`src/rtl/mac_pkg.sv`:
```
// rtl/mac_pkg.sv - shared constants and FSM state type for the MAC array controller
package mac_pkg;

  localparam int DW      = 8;
  localparam int K       = 8;
  localparam int COLS    = 4;
  localparam int ACC_W   = 19;
  localparam int COEF_AW = 5;
  localparam int KW      = $clog2(K);
  localparam int CNT_W   = KW + 1;
  localparam int COL_W   = $clog2(COLS);

  typedef enum logic [2:0] {
    IDLE,
    WAIT_LOAD,
    COMPUTE,
    OUTPUT,
    DONE
  } state_t;

endpackage

```
`src/rtl/mac_lane.sv`:
```
// rtl/mac_lane.sv - one multiply-accumulate lane; SIGNED_MAC_EN selects two's complement arithmetic
module mac_lane
  import mac_pkg::*;
(
  input  logic             clk,
  input  logic             rst,
  input  logic             clr,
  input  logic             en,
  input  logic [DW-1:0]    x,
  input  logic [DW-1:0]    c,
  output logic [ACC_W-1:0] acc
);

  logic [2*DW-1:0]  w_prod;
  logic [ACC_W-1:0] w_prod_ext;

`ifdef SIGNED_MAC_EN
  logic signed [2*DW-1:0] w_xs;
  logic signed [2*DW-1:0] w_cs;
  assign w_xs       = $signed({{DW{x[DW-1]}}, x});
  assign w_cs       = $signed({{DW{c[DW-1]}}, c});
  assign w_prod     = w_xs * w_cs;
  assign w_prod_ext = {{(ACC_W-2*DW){w_prod[2*DW-1]}}, w_prod};
`else
  assign w_prod     = (2*DW)'(x) * (2*DW)'(c);
  assign w_prod_ext = {{(ACC_W-2*DW){1'b0}}, w_prod};
`endif

  always_ff @(posedge clk or negedge rst) begin
    if (!rst) begin
      acc <= '0;
    end else if (clr) begin
      acc <= '0;
    end else if (en) begin
      acc <= acc + w_prod_ext;
    end
  end

endmodule

```
`src/rtl/mac_array_ctrl.sv`:
```
// rtl/mac_array_ctrl.sv - four-lane MAC controller driving X buffer rotation and ROM reads (SIGNED_MAC_EN in mac_lane)
module mac_array_ctrl
  import mac_pkg::*;
(
  input  logic               clk,
  input  logic               rst,
  input  logic               start,
  input  logic               xload_done,
  input  logic [DW-1:0]      x_reg1,
  input  logic [DW-1:0]      x_reg2,
  input  logic [DW-1:0]      x_reg3,
  input  logic [DW-1:0]      x_reg4,
  output logic               x_shift,
  output logic [COEF_AW-1:0] coef_addr,
  input  logic [DW-1:0]      coef_data,
  output logic [ACC_W-1:0]   res1,
  output logic [ACC_W-1:0]   res2,
  output logic [ACC_W-1:0]   res3,
  output logic [ACC_W-1:0]   res4,
  output logic [COL_W-1:0]   res_col,
  output logic               res_valid,
  input  logic               res_ready,
  output logic               busy,
  output logic               done
);

  state_t             r_state;
  logic [COL_W-1:0]   r_col;
  logic [CNT_W-1:0]   r_cnt;
  logic               r_x_shift;
  logic [COEF_AW-1:0] r_coef_addr;
  logic [COL_W-1:0]   r_res_col;
  logic               r_res_valid;
  logic               r_busy;
  logic               r_done;

  logic               w_clr;
  logic               w_en;
  logic [DW-1:0]      w_x [4];
  logic [ACC_W-1:0]   w_acc [4];

  // Lanes accumulate only while the ROM data for k=cnt-1 is on coef_data.
  assign w_clr = (r_state == COMPUTE) && (r_cnt == '0);
  assign w_en  = (r_state == COMPUTE) && (r_cnt != '0);

  assign w_x[0] = x_reg1;
  assign w_x[1] = x_reg2;
  assign w_x[2] = x_reg3;
  assign w_x[3] = x_reg4;

  for (genvar g = 0; g < 4; g++) begin : g_lane
    mac_lane u_lane (
      .clk (clk),
      .rst (rst),
      .clr (w_clr),
      .en  (w_en),
      .x   (w_x[g]),
      .c   (coef_data),
      .acc (w_acc[g])
    );
  end

  always_ff @(posedge clk or negedge rst) begin
    if (!rst) begin
      r_state     <= IDLE;
      r_col       <= '0;
      r_cnt       <= '0;
      r_x_shift   <= 1'b0;
      r_coef_addr <= '0;
      r_res_col   <= '0;
      r_res_valid <= 1'b0;
      r_busy      <= 1'b0;
      r_done      <= 1'b0;
    end else begin
      r_done <= 1'b0;
      case (r_state)
        IDLE: begin
          if (start) begin
            r_state <= WAIT_LOAD;
            r_col   <= '0;
            r_busy  <= 1'b1;
          end
        end
        WAIT_LOAD: begin
          if (xload_done) begin
            r_state     <= COMPUTE;
            r_cnt       <= '0;
            r_coef_addr <= {r_col, KW'(0)};
            r_x_shift   <= 1'b0;
          end
        end
        COMPUTE: begin
          r_cnt       <= r_cnt + CNT_W'(1);
          r_coef_addr <= {r_col, r_cnt[KW-1:0] + KW'(1)};
          if (r_cnt == CNT_W'(K)) begin
            r_state     <= OUTPUT;
            r_x_shift   <= 1'b0;
            r_res_valid <= 1'b1;
            r_res_col   <= r_col;
          end else begin
            r_x_shift <= 1'b1;
          end
        end
        OUTPUT: begin
          if (res_ready) begin
            r_res_valid <= 1'b0;
            if (r_col != COL_W'(COLS - 1)) begin
              r_state     <= COMPUTE;
              r_col       <= r_col + COL_W'(1);
              r_cnt       <= '0;
              r_coef_addr <= {r_col + COL_W'(1), KW'(0)};
            end else begin
              r_state <= DONE;
              r_done  <= 1'b1;
            end
          end
        end
        DONE: begin
          r_state <= IDLE;
          r_busy  <= 1'b0;
        end
        default: r_state <= IDLE;
      endcase
    end
  end

  // Accumulators hold their final value while OUTPUT waits, so they double as result registers.
  assign res1      = w_acc[0];
  assign res2      = w_acc[1];
  assign res3      = w_acc[2];
  assign res4      = w_acc[3];
  assign res_col   = r_res_col;
  assign res_valid = r_res_valid;
  assign x_shift   = r_x_shift;
  assign coef_addr = r_coef_addr;
  assign busy      = r_busy;
  assign done      = r_done;

endmodule

```
`config.mk`:
```
export PLATFORM = sky130hd
export DESIGN_NAME = mac_array_ctrl
export DESIGN_NICKNAME = d
export VERILOG_FILES = /design/src/rtl/mac_pkg.sv /design/src/rtl/mac_lane.sv /design/src/rtl/mac_array_ctrl.sv
export SDC_FILE = /design/constraint.sdc
export NUM_CORES = 1
export LEC_CHECK = 0
export CORE_MARGIN = 4
export CORE_UTILIZATION = 55
export DETAILED_ROUTE_END_ITERATION = 10
export GPL_TIMING_DRIVEN = 0
export PLACE_DENSITY = 0.81
export SLEW_MARGIN = 40
export SYNTH_ARGS = -nofsm -noshare
export SYNTH_HDL_FRONTEND = slang
export SYNTH_SLANG_ARGS = --single-unit
```
`constraint.sdc`:
```
create_clock -name clk -period 4.04 [get_ports clk]
set_clock_uncertainty 0.1 [all_clocks]
set_input_delay 1.212 -clock clk [delete_from_list [all_inputs] [get_ports clk]]
set_output_delay 1.212 -clock clk [all_outputs]
set_load 0.005 [all_outputs]
```
After elaboration in Yosys (flattened, before gate mapping). Index checks and enable logic that the tools add are counted.

Register bits after elaboration: 96. Bits in latches: 0. RAM bits: 0. Memory bits (read-only): 0. Bits of input ports: 45. Output and inout bits: 87. Logic and storage cells: 90. Memories: 0.

Add/subtract/negate cells: 7. $mul: 4. Div/mod/pow operators: 0. Order comparisons: 0. Eq/ne operators: 11. Shift operators: 0. Mux-type cells: 37. Bitwise logic cells: 0. Reduce and logical (&&, ||, !) cells: 18.

Operators by type and width (count): two-way mux 19 bit (8); adder 19 x 16 -> 19 bit (4); multiplier 8 x 8 -> 16 bit (4); two-way mux 3 bit (5); two-way mux 5 bit (3); case mux 5 bit (3 select lines) (1); two-way mux 4 bit (3); case mux 3 bit (4 select lines) (1); case mux 4 bit (3 select lines) (1); AND reduction 4 bit (3); != test 2 bit (second input constant) (5); nonzero test 2 bit (5); two-way mux 1 bit (8); == test 3 x 2 -> 1 bit (second input constant) (2); two-way mux 2 bit (3); case mux 1 bit (2 select lines) (3); AND reduction 2 bit (3); adder 4 x 1 -> 4 bit (second input constant) (1); == test 4 bit (second input constant) (1); logical NOT 4 bit (1); case mux 2 bit (2 select lines) (1); nonzero test 4 bit (1); adder 3 x 1 -> 3 bit (second input constant) (1); == test 3 x 1 -> 1 bit (second input constant) (1); other kinds (7) (8).

Depth between registers and ports, before layout.
Depth in word-level cells: 4. Mapped depth: 18. Gate-level depth less buffers: 16.

Modules after synthesis. From an unflattened synthesis, not the netlist that was laid out.

Cell total of the unflattened synthesis: 1697. Area total of the unflattened synthesis: 15153.3 um2.

By module, submodules not included: mac_lane (g_lane[0].u_lane) (instances 1, cells an instance 411, area an instance 3607.2 um2, seq. area each 475.5 um2); mac_lane (g_lane[1].u_lane) (instances 1, cells an instance 409, area an instance 3583.4 um2, seq. area each 475.5 um2); mac_lane (g_lane[3].u_lane) (instances 1, cells an instance 398, area an instance 3515.9 um2, seq. area each 475.5 um2); mac_lane (g_lane[2].u_lane) (instances 1, cells an instance 396, area an instance 3499.6 um2, seq. area each 475.5 um2); mac_array_ctrl (instances 1, cells an instance 83, area an instance 947.2 um2, seq. area each 500.5 um2).

Worst setup path before layout. OpenSTA, ideal clock, no wires.

Path kind: input port to flip-flop. Start point: input port coef_data[0]. End point: register g_lane[1].u_lane.acc[17]. Arrival time: 5.263 ns. Data required time: 3.818 ns. Path slack: -1.445 ns. Cell stages on the path: 16. Buffers on the path: 1. Path through: clkbuf_1 > nand2_1 > fa_1 > inv_1 > fa_1 > fa_1 > inv_1 > fa_1 > inv_1 > ha_1 > a21oi_2 > o21ai_2 > a21oi_2 > nor3_1 > or4_1 > a32o_1.

Word-level cells in the longest chain between the ends: 4.

Ends and longest elaborated chain: from (decl) (RTL line mac_array_ctrl.sv:15) `input logic [DW-1:0] coef_data,`; multiplier 8 x 8 -> 16 bit (RTL line mac_lane.sv:25) `assign w_prod = (2*DW)'(x) * (2*DW)'(c);`; adder 19 x 16 -> 19 bit (RTL line mac_lane.sv:35) `acc <= acc + w_prod_ext;`; two-way mux 19 bit (RTL line mac_lane.sv:34) `end else if (en) begin`; two-way mux 19 bit (RTL line mac_lane.sv:32) `end else if (clr) begin`; to (signal assigned) (RTL line mac_lane.sv:35); to (decl) (RTL line mac_lane.sv:11) `output logic [ACC_W-1:0] acc`.

Every way passes these cells. The select of a mux whose other input is x is not followed. A chain may end at the register's enable or synchronous reset.

Final worst setup path.
Start point: input port coef_data[3]. End point: register g_lane[0].u_lane.acc[13].

Word-level cells in the longest chain between the ends: 4.

Ends and longest elaborated chain (RTL line): multiplier 8 x 8 -> 16 bit (mac_lane.sv:25); adder 19 x 16 -> 19 bit (mac_lane.sv:35); two-way mux 19 bit (mac_lane.sv:34); two-way mux 19 bit (mac_lane.sv:32); to (signal assigned) (mac_lane.sv:35); to (decl) (mac_lane.sv:11).

Every way passes these cells. The select of a mux whose other input is x is not followed.

==> impl_metrics.env <==
export IMPL_r2r_end="g_lane[1].u_lane.acc[16]"
export IMPL_required_ns=4.21
export IMPL_drt_initial_drc_count=940
export IMPL_dpl_hpwl_um=31900
export IMPL_clk_path_buf_depth=2
export IMPL_cts_max_level=3
export IMPL_setup_violations=56
export IMPL_yosysMostFrequentCell="inv_1"
export IMPL_fill_cells=1685
export IMPL_syn_area_um2=14600
export IMPL_slew_headroom_pct=37.8
export IMPL_diodes=0
export IMPL_reg2reg_from="g_lane[1].u_lane.acc[7]"
export IMPL_rows=59
export IMPL_synth_cell_types=71
export IMPL_start_util_pct=55.9
export IMPL_violations="setup timing"
export IMPL_rsz0062_at_grt="true"
export IMPL_fin_nets=2324
export IMPL_yosysTopAreaCell="fa_1"
export IMPL_root_buffer="clkbuf_16"
export IMPL_syn_nets=2082
export IMPL_run_status="finished with violations"
export IMPL_io_buffers=131
export IMPL_synth_avg_cell_area_um2=8.72
export IMPL_die_x_um=171
export IMPL_start_kind="input pin"
export IMPL_synth_main_ff_cell="dfrtp_1"
export IMPL_period_share_pct=127
export IMPL_top_level_ports=132
export IMPL_remaining_drc_errors=0
export IMPL_drv_slew=0
export IMPL_path_cells="buf_12 > clkbuf_16 > buf_4 > nand2_2 > fa_1 > fa_1 > inv_2 > fa_1 > inv_2 > fa_1 > inv_2 > ha_4 > o21ai_4 > nor2_4 > o41ai_4 > buf_6 > o21ai_2 > xnor2_1 > o31ai_1"
export IMPL_max_freq_ghz=0.195
export IMPL_postSynthCellCount=1670
export IMPL_finalHoldViolations=0
export IMPL_worstMarginPinSlew_ns=0.933
export IMPL_drv_cap=0
export IMPL_grt_pass1_wl_um=70700
export IMPL_cts_tree="done"
export IMPL_via_per_inst=5.76
export IMPL_post_place_ws_ns=-2.17
export IMPL_setup_worst_path_class="in2reg"
export IMPL_r2r_slack_ns=-0.43
export IMPL_worstSkewPairLatency_ns=0.40
export IMPL_routabilityCongestion=0.920
export IMPL_cp_end_kind="flop"
export IMPL_fin_ws_ns=-1.08
export IMPL_finalCriticalPeriod_ns=5.12
export IMPL_syn_to_final_growth_pct=34.7
export IMPL_reg2reg_depth=16
export IMPL_ant_nets=0
export IMPL_ys_seq_elements=96
export IMPL_dr_pass1_iters=6
export IMPL_die_area_um2=29100
export IMPL_final_cell_area_um2=19600
export IMPL_synth_top_area_share_pct=27.5
export IMPL_max_stage_delay_ns=0.53
export IMPL_postRouteWirelength_um=46200
export IMPL_core_area_um2=26100
export IMPL_clk_pin_slew_ns=0.09
export IMPL_cp_max_fo=6
export IMPL_postSynth_asyncResetShare_pct=100
export IMPL_slowest_stage="fa_1"
export IMPL_synth_edf_count=0
export IMPL_hp_class="reg2reg"
export IMPL_placed_area_um2=17400
export IMPL_fin_hold_ws_ns=0.404
export IMPL_vias=12975
export IMPL_synthTopCellsByCount="inv_1 (398), nand2_1 (209), fa_1 (200), ha_1 (167), and2_1 (145)"
export IMPL_grt_usage_pct=31.0
export IMPL_cp_startpoint="coef_data[3]"
export IMPL_ys_warnings_count=0
export IMPL_wl_per_cell_um=20.5
export IMPL_endpoint="g_lane[0].u_lane.acc[13]"
export IMPL_antenna_found_initial=1
export IMPL_die_h_um=171
export IMPL_grt_overflow=0
export IMPL_cpMostUsedCell="fa_1"
export IMPL_grt_max_degree=55
export IMPL_cp_arrival_ns=5.29
export IMPL_cts_buffers=9
export IMPL_synth_seq_area_share_pct=16.5
export IMPL_grt_pass1_vias=13524
export IMPL_synth_area_top_cells="fa_1 (27%), dfrtp_1 (16%), ha_1 (14%), inv_1 (10%), and2_1 (6.2%)"
export IMPL_cts_sinks=96
export IMPL_drive_gt1_share_pct=25.9
[final cells by class]
| type | count | area, um^2 | share of cell area [%] |
|---|---|---|---|
| plain buffers | 52 | 651 | 3.32 |
| clock buffers | 9 | 225 | 1.15 |
| clock inverters | 7 | 98.8 | 0.504 |
| inverters | 399 | 1500 | 7.64 |
| multi-input cells | 1121 | 12000 | 61.3 |
| flip-flops and latches | 96 | 2400 | 12.2 |
| well taps | 335 | 419 | 2.14 |
| repair buffers | 233 | 2290 | 11.7 |
[worst min path at each step]
| stage | from | endpoint | slack, ns | cells past startpoint |
|---|---|---|---|---|
| 2_1_floorplan | coef_addr[0] | coef_addr[0] | 0.37 | 2 |
| 5_1_grt | coef_addr[2] | coef_addr[2] | 0.44 | 2 |
| 3_5_place_dp | coef_addr[0] | coef_addr[0] | 0.38 | 2 |
| 6_report | coef_addr[2] | coef_addr[2] | 0.40 | 2 |
| 4_1_cts | coef_addr[2] | coef_addr[2] | 0.41 | 2 |
| 3_3_place_gp | coef_addr[4] | coef_addr[4] | 0.37 | 2 |
[stage by stage]
stage | setup TNS, ns | instances | util, %
final | -42.18 | 2252 | 75.3
after global routing | -48.39 | 2252 | 75.3
after CTS | -38.30 | 2208 | 72.3
after detailed placement | -102.86 | 2137 | 66.7
after global placement | -341.93 | 2136 | 66.6
after floorplan | -34.53 | 1670 | -
[state kept, by name (all words and copies together) (netlist names)]
| name | count |
|---|---|
| busy | 1 |
| g_lane.u_lane.acc | 76 |
| coef_addr | 5 |
| res_col | 2 |
| r_state | 3 |
| r_cnt | 4 |
| done | 1 |
| res_valid | 1 |
| r_col | 2 |
| x_shift | 1 |
[kinds of logic after synthesis]
kind of cell / after synthesis / synth area share (%)
xor gates and xnor gates: 40 / 2.41
DFF: 96 / 16.5
buffers and inverters: 453 / 12.0
muxes: 8 / 0.679
AOI/OAI and AO/OA: 251 / 11.3
adders and majority gates: 367 / 41.8
and+or+nand+nor: 455 / 15.3
[what timing repair did]
action                     4_1_cts  5_1_grt
setup endpoints to repair       64       58
gates resized for setup        331      130
setup buffers                   55       45
pin swaps                       94      107
gates cloned                     0        0
hold buffers                     0        0
[placed cells by master, fill, tap and decap left out, types with 35 or more instances in the layout]
master / n
inv_1: 364
fa_1: 177
buf_4: 62
dfrtp_1: 96
clkdlybuf4s50_1: 90
inv_2: 35
and2_1: 123
nand2_1: 158
ha_1: 128
ha_4: 35
[critical path: cells and delay by family]
family / cells / cell delay [ns]
adders and majority gates: 5 / 2.25
AOI/OAI and AO/OA: 4 / 0.82
buffers and inverters: 7 / 0.72
xor gates and xnor gates: 1 / 0.15
and+or+nand+nor: 2 / 0.13
[routing by layer]
metal / GRT usage, % / wire length (um) / vias up
met5: 0 / 0 / -
met3: 4.78 / 3900 / 148
met1: 40.8 / 17800 / 6523
met4: 11.8 / 1930 / 0
li1: - / - / 5689
met2: 52.1 / 22700 / 615
Power is left out: the tool's default activity adds up to more than one toggle a clock period on the data nets, which glitch-free logic cannot reach.
